<file path="config.mk">
export PLATFORM = sky130hd
export DESIGN_NAME = fifo_read_ctrl
export DESIGN_NICKNAME = d
export VERILOG_FILES = /design/src/rtl/fifo_pkg.sv /design/src/rtl/fifo_out_skid.sv /design/src/rtl/fifo_read_ctrl.sv
export SDC_FILE = /design/constraint.sdc
export NUM_CORES = 1
export LEC_CHECK = 0
export CAP_MARGIN = 20
export CORE_ASPECT_RATIO = 0.8
export CORE_MARGIN = 2
export CORE_UTILIZATION = 40
export CTS_CLUSTER_SIZE = 30
export DETAILED_ROUTE_END_ITERATION = 16
export PLACE_DENSITY = 0.74
export SYNTH_ARGS = -nofsm -noshare
export SYNTH_HDL_FRONTEND = slang
export SYNTH_SLANG_ARGS = --single-unit
</file>
<file path="constraint.sdc">
create_clock -name clk -period 2.15 [get_ports clk]
set_clock_uncertainty 0.2 [all_clocks]
set_input_delay 0.43 -clock clk [delete_from_list [all_inputs] [get_ports clk]]
set_output_delay 0.43 -clock clk [all_outputs]
set_load 0.03 [all_outputs]
</file>
<file path="src/rtl/fifo_pkg.sv">
// Shared definitions for the read- and write-side controllers of the synchronous UART FIFO.
package fifo_pkg;

   localparam int DEF_ADDR_WIDTH = 4;
   localparam int DEF_DATA_WIDTH = 8;

   typedef logic [DEF_ADDR_WIDTH:0] ptr_t;

   // Occupancy between two binary pointers of ptr_bits width, modulo 2^ptr_bits.
   function automatic logic [31:0] ptr_diff(input logic [31:0] wr,
                                            input logic [31:0] rd,
                                            input int unsigned ptr_bits);
      logic [31:0] mask;
      mask = (32'd1 << ptr_bits) - 32'd1;
      return (wr - rd) & mask;
   endfunction

endpackage

</file>
<file path="src/rtl/fifo_out_skid.sv">
// Two-entry first-word-fall-through output buffer (out slot plus skid slot) with valid/ready handshake.
module fifo_out_skid
   import fifo_pkg::*;
#(
   parameter int DATA_WIDTH = DEF_DATA_WIDTH
) (
   input  logic                  clk,
   input  logic                  rst,
   input  logic                  in_valid,
   input  logic [DATA_WIDTH-1:0] in_data,
   input  logic                  m_ready,
   output logic                  m_valid,
   output logic [DATA_WIDTH-1:0] m_data,
   output logic                  pop,
   output logic [1:0]            count
);

   logic                  out_vld;
   logic                  skid_vld;
   logic [DATA_WIDTH-1:0] out_reg;
   logic [DATA_WIDTH-1:0] skid_reg;

   assign pop     = out_vld & m_ready;
   assign m_valid = out_vld;
   assign m_data  = out_reg;
   assign count   = {1'b0, out_vld} + {1'b0, skid_vld};

   // NOTE: all state here is updated with non-blocking assignments so every
   // branch reads the pre-edge values of out_vld/skid_vld, never a half-updated mix.
   always_ff @(posedge clk) begin
      if (rst) begin
         out_vld  <= 1'b0;
         skid_vld <= 1'b0;
         out_reg  <= '0;
         skid_reg <= '0;
      end else if (pop) begin
         if (skid_vld) begin
            out_reg <= skid_reg;
            if (in_valid) skid_reg <= in_data;
            else          skid_vld <= 1'b0;
         end else if (in_valid) begin
            out_reg <= in_data;
         end else begin
            out_vld <= 1'b0;
         end
      end else if (in_valid) begin
         if (!out_vld) begin
            out_reg <= in_data;
            out_vld <= 1'b1;
         end else begin
            skid_reg <= in_data;
            skid_vld <= 1'b1;
         end
      end
   end

   // The parent's read throttle guarantees the skid slot is free whenever it is loaded.
   a_skid_free: assert property (@(posedge clk) disable iff (rst)
      !(in_valid && out_vld && !pop && skid_vld));

endmodule

</file>
<file path="src/rtl/fifo_read_ctrl.sv">
// Read-side FIFO controller: issues RAM reads against the write pointer and feeds a FWFT output buffer.
module fifo_read_ctrl
   import fifo_pkg::*;
#(
   parameter int ADDR_WIDTH = DEF_ADDR_WIDTH,
   parameter int DATA_WIDTH = DEF_DATA_WIDTH,
   parameter int AE_THRESH  = 2
) (
   input  logic                  clk,
   input  logic                  rst,
   input  logic [ADDR_WIDTH:0]   wr_ptr,
   output logic [ADDR_WIDTH:0]   rd_ptr,
   output logic [ADDR_WIDTH-1:0] rd_addr,
   output logic                  rd_req,
   input  logic [DATA_WIDTH-1:0] mem_rdata,
   output logic                  m_valid,
   input  logic                  m_ready,
   output logic [DATA_WIDTH-1:0] m_data,
   output logic                  empty,
   output logic                  almost_empty,
   output logic [ADDR_WIDTH:0]   level
);

   localparam int PTR_W = ADDR_WIDTH + 1;

   logic       inflight;
   logic       pop;
   logic [1:0] buf_cnt;
   logic [1:0] held;
   logic [1:0] held_after_pop;

   // Full-width compare: after a wrap the MSB differs, so full never looks empty.
   assign empty        = (rd_ptr == wr_ptr);
   assign rd_addr      = rd_ptr[ADDR_WIDTH-1:0];
   assign level        = PTR_W'(ptr_diff(32'(wr_ptr), 32'(rd_ptr), PTR_W));
   assign almost_empty = (int'(level) <= AE_THRESH);

   // Words already committed to the consumer path: buffered plus the one on its way from RAM.
   assign held           = buf_cnt + {1'b0, inflight};
   assign held_after_pop = held - {1'b0, pop};
   assign rd_req         = !empty && (held_after_pop < 2'd2);

   always_ff @(posedge clk) begin
      if (rst) begin
         rd_ptr   <= '0;
         inflight <= 1'b0;
      end else begin
         inflight <= rd_req;
         if (rd_req) rd_ptr <= rd_ptr + PTR_W'(1);
      end
   end

   fifo_out_skid #(
      .DATA_WIDTH (DATA_WIDTH)
   ) u_out_skid (
      .clk      (clk),
      .rst      (rst),
      .in_valid (inflight),
      .in_data  (mem_rdata),
      .m_ready  (m_ready),
      .m_valid  (m_valid),
      .m_data   (m_data),
      .pop      (pop),
      .count    (buf_cnt)
   );

   a_held_max: assert property (@(posedge clk) disable iff (rst) held <= 2'd2);
   a_no_underflow: assert property (@(posedge clk) disable iff (rst) !(rd_req && empty));

endmodule
</file>
==> results of run 1 <==
-- timing repair --
item,4_1_cts,5_1_grt
setup buffers,9,2
pin swaps,14,5
gates resized for setup,44,7
setup endpoints to repair,14,14
-- path summary, 6_finish.rpt --
check                               from                endpoint  slack (ns)  cells past startpoint
setup reg to reg      u_out_skid.m_valid               rd_ptr[3]       -0.22                     11
hold / removal    u_out_skid.skid_reg[7]  u_out_skid.skid_reg[7]        0.31                      2
setup / recovery               rd_ptr[0]            almost_empty       -0.44                      7
hold reg to reg   u_out_skid.skid_reg[7]  u_out_skid.skid_reg[7]        0.31                      2
-- per-layer routing --
metal	vias to the layer above	routed length, µm
li1	605	-
met1	562	1520
met2	35	1790
met3	6	197
met4	0	44
met5	-	0
-- layout by cell type (no fill, tap or decap), drive strengths merged --
| cell | n |
|---|---|
| ha | 8 |
| xnor2 | 3 |
| a21oi | 7 |
| fa | 1 |
| mux2i | 17 |
| clkbuf | 6 |
| nor2 | 25 |
| dlymetal6s2s | 1 |
| nor3 | 4 |
| buf | 38 |
| xor2 | 2 |
| nor3b | 1 |
| clkdlybuf4s50 | 26 |
| nand3 | 2 |
| nand2b | 5 |
| a211oi | 8 |
| a2111oi | 1 |
| mux2 | 4 |
| dfxtp | 24 |
| dlygate4sd2 | 2 |
| clkdlybuf4s15 | 1 |
| o211ai | 1 |
| and2 | 1 |
| o21ai | 2 |
| inv | 10 |
| nand2 | 3 |
| nor2b | 2 |
-- per-stage QoR --
step	power [mW]	worst slack, ns	cell area [µm²]	TNS [ns]
after global routing	2.35	-0.501	2330	-2.44
after global placement	1.63	-0.948	2080	-7.66
after CTS	2.22	-0.469	2330	-1.98
after floorplan	1.26	-0.423	1530	-0.971
final	2.23	-0.438	2330	-1.87
after detailed placement	1.67	-0.999	2080	-8.12
-- final cells by class --
cell class                 count  area, µm²  share of cell area
timing repair buffer          70        644               0.276
inverter                      10       52.6              0.0225
sequential                    24        497               0.213
tap                           40       50.0              0.0214
multi-input combinational     97       1020               0.439
clock buffer                   4       66.3              0.0284
-- tightest hold or removal path, stage by stage, from the launching register on --
cell	delay, ns
dfxtp_1	0.34
mux2i_1	0.07
nor2_1	0.07
-- where the power goes --
part / switching, mW / leakage, nW / total (mW) / internal [mW]
Clock: 0.148 / 0.0339 / 0.350 / 0.202
Combinational: 0.682 / 0.826 / 1.33 / 0.644
Sequential: 0.0457 / 0.200 / 0.556 / 0.510
-- logic make-up (layout without fill, tap and decap cells) --
| family | after synthesis | in the layout |
|---|---|---|
| simple gates | 43 | 43 |
| compound gates | 19 | 19 |
| xor+xnor | 5 | 5 |
| mux | 21 | 21 |
| buf+inv | 19 | 84 |
| flops | 24 | 24 |
| fa+ha+maj | 9 | 9 |
==> run_results.csv, run 1 <==
group,metric,value,unit
run_status,status,"complete, but fails checks",
run_status,violations,"negative setup slack",
yosys,synth_ff_type,"dfxtp_1",
finish,antenna_cells,0,
yosys,synth_top_family_by_area,"multiplexers",
route,vias_per_cell,4.93,
route,drc,0,
route,wl,3.56,mm
cts,cts_buffers,3,
timing,finalHoldWorstSlack,0.305,ns
finish,fillers,195,
critical_path,cp_max_fo,2,
route,drt_iter0_drc,38,
global_routing,grt_usage,0.212,
timing,slew_headroom,0.736,
yosys,synth-xor-area-share,0.0448,
floorplan,die-height,55.2,µm
yosys,synth-simple-area-share,0.159,
cts,clock_path_buffers,2,
global_routing,met1_usage,0.267,
yosys,async_reset_ff_frac,0,
yosys,synth_top_cells_by_area,"dfxtp_1 (37%), mux2i_1 (13%), ha_1 (7.6%)",
yosys,syn_area_per_cell,9.38,µm²
critical_path,critPathSlowestCell,"fa_2",
placed_design,port_buffers,41,
critical_path,cpPeakStageDelay,0.35,ns
floorplan,start_util,0.422,
yosys,synth_top_area_frac,0.366,
finish,utilization,0.751,
global_routing,busiest_layer,"met2",
timing,fin_crit_sh,1.20,
floorplan,fp-row-count,18,
placed_design,hpwl,2.59,mm
critical_path,worst-path-buf-inv,1,
hold_path,min-delay-path-class,"reg -> reg",
critical_path,crit_chain,"ha_4 > fa_2 > nand2b_4 > a21oi_4 > xnor2_4 > a2111oi_4 > buf_4",
yosys,ys_seq_area_frac,0.366,
route,ant_nets,0,
floorplan,ios,42,
cts,cts_tree,"built",
route,wire_per_inst,14.5,µm
finish,drive_gt1_frac,0.429,
yosys,synth_cell_types,31,
global_routing,use_met3,0.0591,
yosys,muxShareOfSynthArea,0.167,
floorplan,die_w,68.0,µm
global_routing,grt_pass1_wl,6.07,mm
pwr,powerDensity,956,nW/µm²
pwr,max-vdd-ir-drop,0.000661,V
yosys,synthAdderAreaFrac,0.0915,
timing,max_freq,386,MHz
finish,nets,231,
global_routing,grt_start_max_net_pins,17,
yosys,synth_common_cells,"dfxtp_1 (24), nor2_1 (24), mux2i_1 (17)",
cts,clk_latency,0.27,ns
cts,clk_transition_reported_paths,0.09,ns
critical_path,worstPathArrival,1.96,ns
timing,setup_slack,-0.438,ns
placed_design,placed_cells,234,
timing,maxSlewViolCount,0,
route,drtPass1Iterations,4,
finish,synthToLayoutAreaGrowth,77.9,%
global_routing,antenna_found_initial,0,
job,drv_cap,0,
critical_path,endpoint_kind,"primary output",
timing,grt_setup_unrepaired,"yes",
critical_path,start_kind,"flop",
floorplan,die-area,3760,µm²
cts,cts.sinks,24,
timing,hold_viol,0,
yosys,synth_nets,165,
yosys,synth-seq-cells,24,
cts,cts-root-buf,"clkbuf_8",
yosys,yosys_warnings,0,
timing,worst_pin_slew,0.394,ns
critical_path,critPathTopFamily,"adder cells",
yosys,synth_edf_count,0,
cts,postCtsHoldBufs,0,
yosys,synth_top_area_cell,"dfxtp_1",
critical_path,required,1.52,ns
critical_path,path_class,"reg -> out",
global_routing,grt_use_met2,0.356,
timing,fin_crit,2.59,ns
floorplan,core,3110,µm²
cts,ctsHtreeMaxLevel,1,
yosys,synth_area,1310,µm²
route,vias,1208,
placed_design,gp_congestion,0.784,
global_routing,grt_overflow,0,
timing,setup_viol,10,
finish,instances_no_fill,245,
yosys,syn_inst,140,
yosys,synth_compound_area_frac,0.100,
pwr,power.leakage,1.06,nW
global_routing,first_global_vias,1239,
Power figures use the tool's default switching activity.
==> run 2, diff against run 1 <==
--- a/config.mk
+++ b/config.mk
@@ -11,6 +11,7 @@
 export CORE_UTILIZATION = 40
 export CTS_CLUSTER_SIZE = 30
 export DETAILED_ROUTE_END_ITERATION = 16
+export HOLD_SLACK_MARGIN = 0.12
 export PLACE_DENSITY = 0.74
 export SYNTH_ARGS = -nofsm -noshare
 export SYNTH_HDL_FRONTEND = slang
==> constraint.sdc (replaced) <==
create_clock -name clk -period 2.1 [get_ports clk]
set_clock_uncertainty 0.2 [all_clocks]
set_input_delay 0.42 -clock clk [delete_from_list [all_inputs] [get_ports clk]]
set_output_delay 0.42 -clock clk [all_outputs]
set_load 0.1 [all_outputs]
==> run_results.csv, run 2 (synthesis gave the netlist of run 1 again) <==
group,metric,value,unit
hold_path,hp-start,"u_out_skid.skid_reg[7]",
critical_path,critPathTopFamily,"adder cells",
finish,fillers,161,
finish,drive_gt1_frac,0.547,
route,drtPass1Iterations,4,
timing,max_freq,359,MHz
cts,cts_buffers,3,
timing,grt_setup_unrepaired,"yes",
finish,nets,240,
global_routing,grt_overflow,0,
route,drt_iter0_drc,38,
cts,cts.sinks,24,
floorplan,core,3110,µm²
finish,synthToLayoutAreaGrowth,103,%
critical_path,worstPathArrival,2.17,ns
placed_design,dp_slack,-0.989,ns
route,wire_per_inst,18.2,µm
floorplan,die-area,3760,µm²
run_status,violations,"negative setup slack",
job,drv_cap,0,
cts,clk_transition_reported_paths,0.08,ns
critical_path,cpPeakStageDelay,0.38,ns
cts,ctsHtreeMaxLevel,1,
timing,slew_headroom,0.688,
hold_path,min-delay-path-class,"reg -> reg",
critical_path,critPathSlowestCell,"fa_2",
pwr,max-vdd-ir-drop,0.000821,V
route,ant_nets,0,
timing,fin_crit_sh,1.33,
global_routing,first_global_vias,1402,
cts,clock_path_buffers,2,
timing,setup_viol,12,
floorplan,die_w,68.0,µm
critical_path,required,1.48,ns
placed_design,gp_congestion,0.704,
cts,cts_tree,"built",
cts,clk_latency,0.27,ns
global_routing,antenna_found_initial,0,
floorplan,fp-row-count,18,
global_routing,grt_usage,0.239,
placed_design,port_buffers,41,
pwr,power.leakage,1.22,nW
global_routing,grt_start_max_net_pins,17,
timing,fin_crit,2.79,ns
critical_path,worst-path-buf-inv,1,
critical_path,rr_worst_depth,11,
timing,maxSlewViolCount,0,
critical_path,cp_max_fo,2,
critical_path,path_class,"reg -> out",
critical_path,start_kind,"flop",
finish,layout_commonest_cell,"buf_12",
timing,setup_slack,-0.687,ns
floorplan,die-height,55.2,µm
route,vias_per_cell,5.24,
global_routing,grt_pass1_wl,6.80,mm
hold_path,min_path_cells,2,
floorplan,ios,42,
hold_path,holdPathEnd,"u_out_skid.skid_reg[7]",
cts,cts-root-buf,"clkbuf_8",
run_status,status,"complete, but fails checks",
route,wl,4.63,mm
placed_design,hpwl,2.75,mm
finish,final_cell_mix,"buf_12 (26), buf_4 (25), nor2_1 (23)",
critical_path,timing.rr.end,"rd_ptr[0]",
floorplan,start_util,0.422,
pwr,power,3.40,mW
critical_path,crit_chain,"ha_4 > fa_2 > nand2b_4 > a21oi_4 > xnor2_4 > a2111oi_4 > buf_12",
route,vias,1332,
timing,worst_pin_slew,0.467,ns
pwr,powerDensity,1270,nW/µm²
finish,antenna_cells,0,
critical_path,endpoint_kind,"primary output",
route,drc,0,
critical_path,r2r_setup_slack,-0.24,ns
critical_path,timing.rr.start,"u_out_skid.m_valid",
timing,hold_viol,0,
run 2: how the worst max path moves through the flow:
| stage | startpoint | end | slack, ns | depth (start not counted) |
|---|---|---|---|---|
| 6_report | rd_ptr[0] | almost_empty | -0.69 | 7 |
| 3_3_place_gp | wr_ptr[0] | almost_empty | -0.95 | 9 |
| 4_1_cts | rd_ptr[0] | almost_empty | -0.58 | 7 |
| 5_1_grt | rd_ptr[0] | almost_empty | -0.77 | 7 |
| 2_1_floorplan | rd_ptr[0] | almost_empty | -1.39 | 6 |
| 3_5_place_dp | wr_ptr[0] | almost_empty | -0.99 | 9 |
run 2: cell type report:
class                   count  area (µm²)  share of cell area
flip-flops and latches     24         500               0.187
clock buffers               3        41.3              0.0155
inverters                  10        42.5              0.0159
well taps                  40        50.0              0.0187
multi-input cells          97        1010               0.380
repair buffers             79         992               0.372
clock inverters             1        30.0              0.0112
run 2: report_power, final:
part / leakage [nW] / switching (mW) / internal [mW]
registers: 0.201 / 0.0646 / 0.525
logic: 0.987 / 1.43 / 0.974
clock network: 0.0357 / 0.151 / 0.255
run 2: worst min-delay path, delay by kind of cell, from the launching register on:
kind          cells  cell delay [ns]
flops             1             0.34
mux               1             0.07
simple gates      1             0.07
run 2: timing repair:
| action | CTS | global route |
|---|---|---|
| gates resized for setup | 45 | 12 |
| endpoints found under the setup margin | 14 | 13 |
| gates cloned | 0 | 0 |
| endpoints found under the hold margin | 0 | 0 |
| buffers inserted | 12 | 8 |
| pin swaps | 20 | 11 |
| hold buffers | 0 | 0 |
run 2: metal layers:
layer / vias to the layer above / GRT usage / share of wire
met1: 654 / 0.278 / 0.39
li1: 624 / - / -
met4: 0 / 0.0686 / 0.029
met2: 41 / 0.442 / 0.55
met3: 13 / 0.0326 / 0.033
met5: - / 0 / 0
run 2: metrics by stage:
stage	cells	util	area, µm²	hold WS, ns	TNS [ns]
floorplan	140	-	1480	0.263	-7.97
global placement	237	0.752	2340	0.275	-8.78
detailed placement	237	0.752	2340	0.288	-9.59
CTS	251	0.847	2630	0.319	-3.22
global route	254	0.859	2670	0.360	-4.24
finish	254	0.859	2670	0.315	-3.73
==> run 3, diff against run 2 <==
--- a/config.mk
+++ b/config.mk
@@ -5,14 +5,16 @@
 export SDC_FILE = /design/constraint.sdc
 export NUM_CORES = 1
 export LEC_CHECK = 0
-export CAP_MARGIN = 20
+export CAP_MARGIN = 30
+export CELL_PAD_IN_SITES_DETAIL_PLACEMENT = 0
+export CELL_PAD_IN_SITES_GLOBAL_PLACEMENT = 2
 export CORE_ASPECT_RATIO = 0.8
 export CORE_MARGIN = 2
-export CORE_UTILIZATION = 40
+export CORE_UTILIZATION = 24
 export CTS_CLUSTER_SIZE = 30
 export DETAILED_ROUTE_END_ITERATION = 16
 export HOLD_SLACK_MARGIN = 0.12
-export PLACE_DENSITY = 0.74
+export PLACE_DENSITY_LB_ADDON = 0.1
 export SYNTH_ARGS = -nofsm -noshare
 export SYNTH_HDL_FRONTEND = slang
 export SYNTH_SLANG_ARGS = --single-unit
==> run_results.csv, run 3 (synthesis gave the netlist of run 1 again) <==
group,metric,value,unit
cts,ctsHtreeMaxLevel,1,
floorplan,die-area,6080,µm²
finish,fillers,498,
floorplan,fp-row-count,24,
placed_design,gp_congestion,0.761,
cts,cts.sinks,24,
timing,maxSlewViolCount,0,
run_status,violations,"negative setup slack",
global_routing,antenna_found_initial,0,
finish,final_cell_mix,"buf_12 (27), nor2_1 (23), buf_4 (21)",
critical_path,required,1.48,ns
cts,cts_tree,"built",
pwr,max-vdd-ir-drop,0.000441,V
pwr,powerDensity,1190,nW/µm²
run_status,status,"complete, but fails checks",
route,drc,0,
finish,synthToLayoutAreaGrowth,97.9,%
route,drt_iter0_drc,28,
floorplan,die-height,70.1,µm
timing,fin_crit_sh,1.27,
timing,worst_pin_slew,0.433,ns
global_routing,grt_overflow,0,
critical_path,worstPathArrival,2.04,ns
job,drv_cap,0,
placed_design,port_buffers,41,
placed_design,placed_cells,263,
cts,cts_buffers,3,
route,ant_nets,0,
critical_path,endpoint_kind,"primary output",
placed_design,hpwl,2.52,mm
finish,drive_gt1_frac,0.502,
route,vias_per_cell,4.36,
route,wire_per_inst,12.1,µm
hold_path,min_path_cells,2,
route,wl,3.29,mm
global_routing,grt_pass1_wl,5.47,mm
finish,antenna_cells,0,
floorplan,ios,42,
cts,cts-root-buf,"clkbuf_8",
cts,clock_path_buffers,2,
timing,max_freq,375,MHz
critical_path,path_class,"reg -> out",
global_routing,first_global_vias,1177,
global_routing,grt_start_max_net_pins,16,
pwr,power.leakage,1.16,nW
placed_design,dpl_cell_area,2390,µm²
timing,setup_viol,11,
floorplan,core,5380,µm²
floorplan,start_util,0.244,
route,vias,1185,
floorplan,die_w,86.7,µm
hold_path,min-delay-path-class,"reg -> reg",
finish,layout_commonest_cell,"buf_12",
finish,nets,233,
timing,grt_setup_unrepaired,"yes",
cts,clk_latency,0.26,ns
finish,postLayoutCellArea,2600,µm²
finish,instances_no_fill,272,
global_routing,grt_usage,0.111,
cts,clk_transition_reported_paths,0.09,ns
cts,postCtsHoldBufs,0,
timing,fin_crit,2.66,ns
timing,slew_headroom,0.710,
timing,setup_slack,-0.564,ns
timing,hold_viol,0,
critical_path,start_kind,"flop",
critical_path,cp_max_fo,2,
critical_path,rr_worst_depth,10,
route,drtPass1Iterations,4,
## run 3: changes by cell type in the layout (fill, tap and decap cells not counted), sizes merged
cell / before / now
buf: 66 / 59
bufinv: 1 / 0
clkdlybuf4s15: 2 / 3
dlygate4sd2: 0 / 1
dlymetal6s2s: 1 / 0
## run 3: routing by layer
| layer | vias up | part of all wire | global-route usage |
|---|---|---|---|
| met1 | 551 | 0.47 | 0.147 |
| met4 | 0 | 0.0082 | 0.0174 |
| met5 | - | 0 | 0 |
| li1 | 607 | - | - |
| met3 | 4 | 0.042 | 0.0331 |
| met2 | 23 | 0.48 | 0.183 |
## run 3: report_power, final
| group | total, mW | switching, mW | internal [mW] |
|---|---|---|---|
| clock | 0.283 | 0.147 | 0.135 |
| sequential | 0.586 | 0.0614 | 0.525 |
| combinational | 2.23 | 1.34 | 0.894 |
## run 3: area by class of cell
type / instances / area [µm²] / share of cell area
Clock buffer: 4 / 45.0 / 0.0173
Sequential cell: 24 / 500 / 0.193
Timing Repair Buffer: 72 / 938 / 0.361
Tap cell: 65 / 81.3 / 0.0313
Multi-Input combinational cell: 97 / 990 / 0.381
Inverter: 10 / 42.5 / 0.0164
## run 3: worst max-delay path, cell delays in order, from the launching register on
cell	delay, ns
dfxtp_4	0.36
ha_4	0.17
fa_2	0.36
nand2b_4	0.15
a21oi_4	0.17
xnor2_4	0.09
a2111oi_4	0.26
buf_12	0.22
## run 3: worst paths after layout
kind | start | slack (ns) | to
min | u_out_skid.skid_reg[4] | 0.30 | u_out_skid.skid_reg[4]
min reg2reg | u_out_skid.skid_reg[4] | 0.30 | u_out_skid.skid_reg[4]
max reg2reg | u_out_skid.m_valid | -0.22 | rd_ptr[4]
max | rd_ptr[0] | -0.56 | almost_empty
## run 3: repair_timing
item                       CTS  global route
gates resized for setup     37             8
setup endpoints to repair   14            11
pin swaps                   16             8
setup buffers                7             4
## run 3: per-stage QoR
step	total power [mW]	utilization	hold slack (ns)	worst slack (ns)	setup TNS, ns
final	3.10	0.483	0.300	-0.564	-2.87
after CTS	3.10	0.478	0.305	-0.585	-3.09
after global routing	3.24	0.483	0.334	-0.671	-3.56
after detailed placement	2.71	0.444	0.286	-0.996	-8.98
after floorplan	1.91	-	0.263	-1.39	-7.97
after global placement	2.69	0.444	0.275	-0.955	-8.85
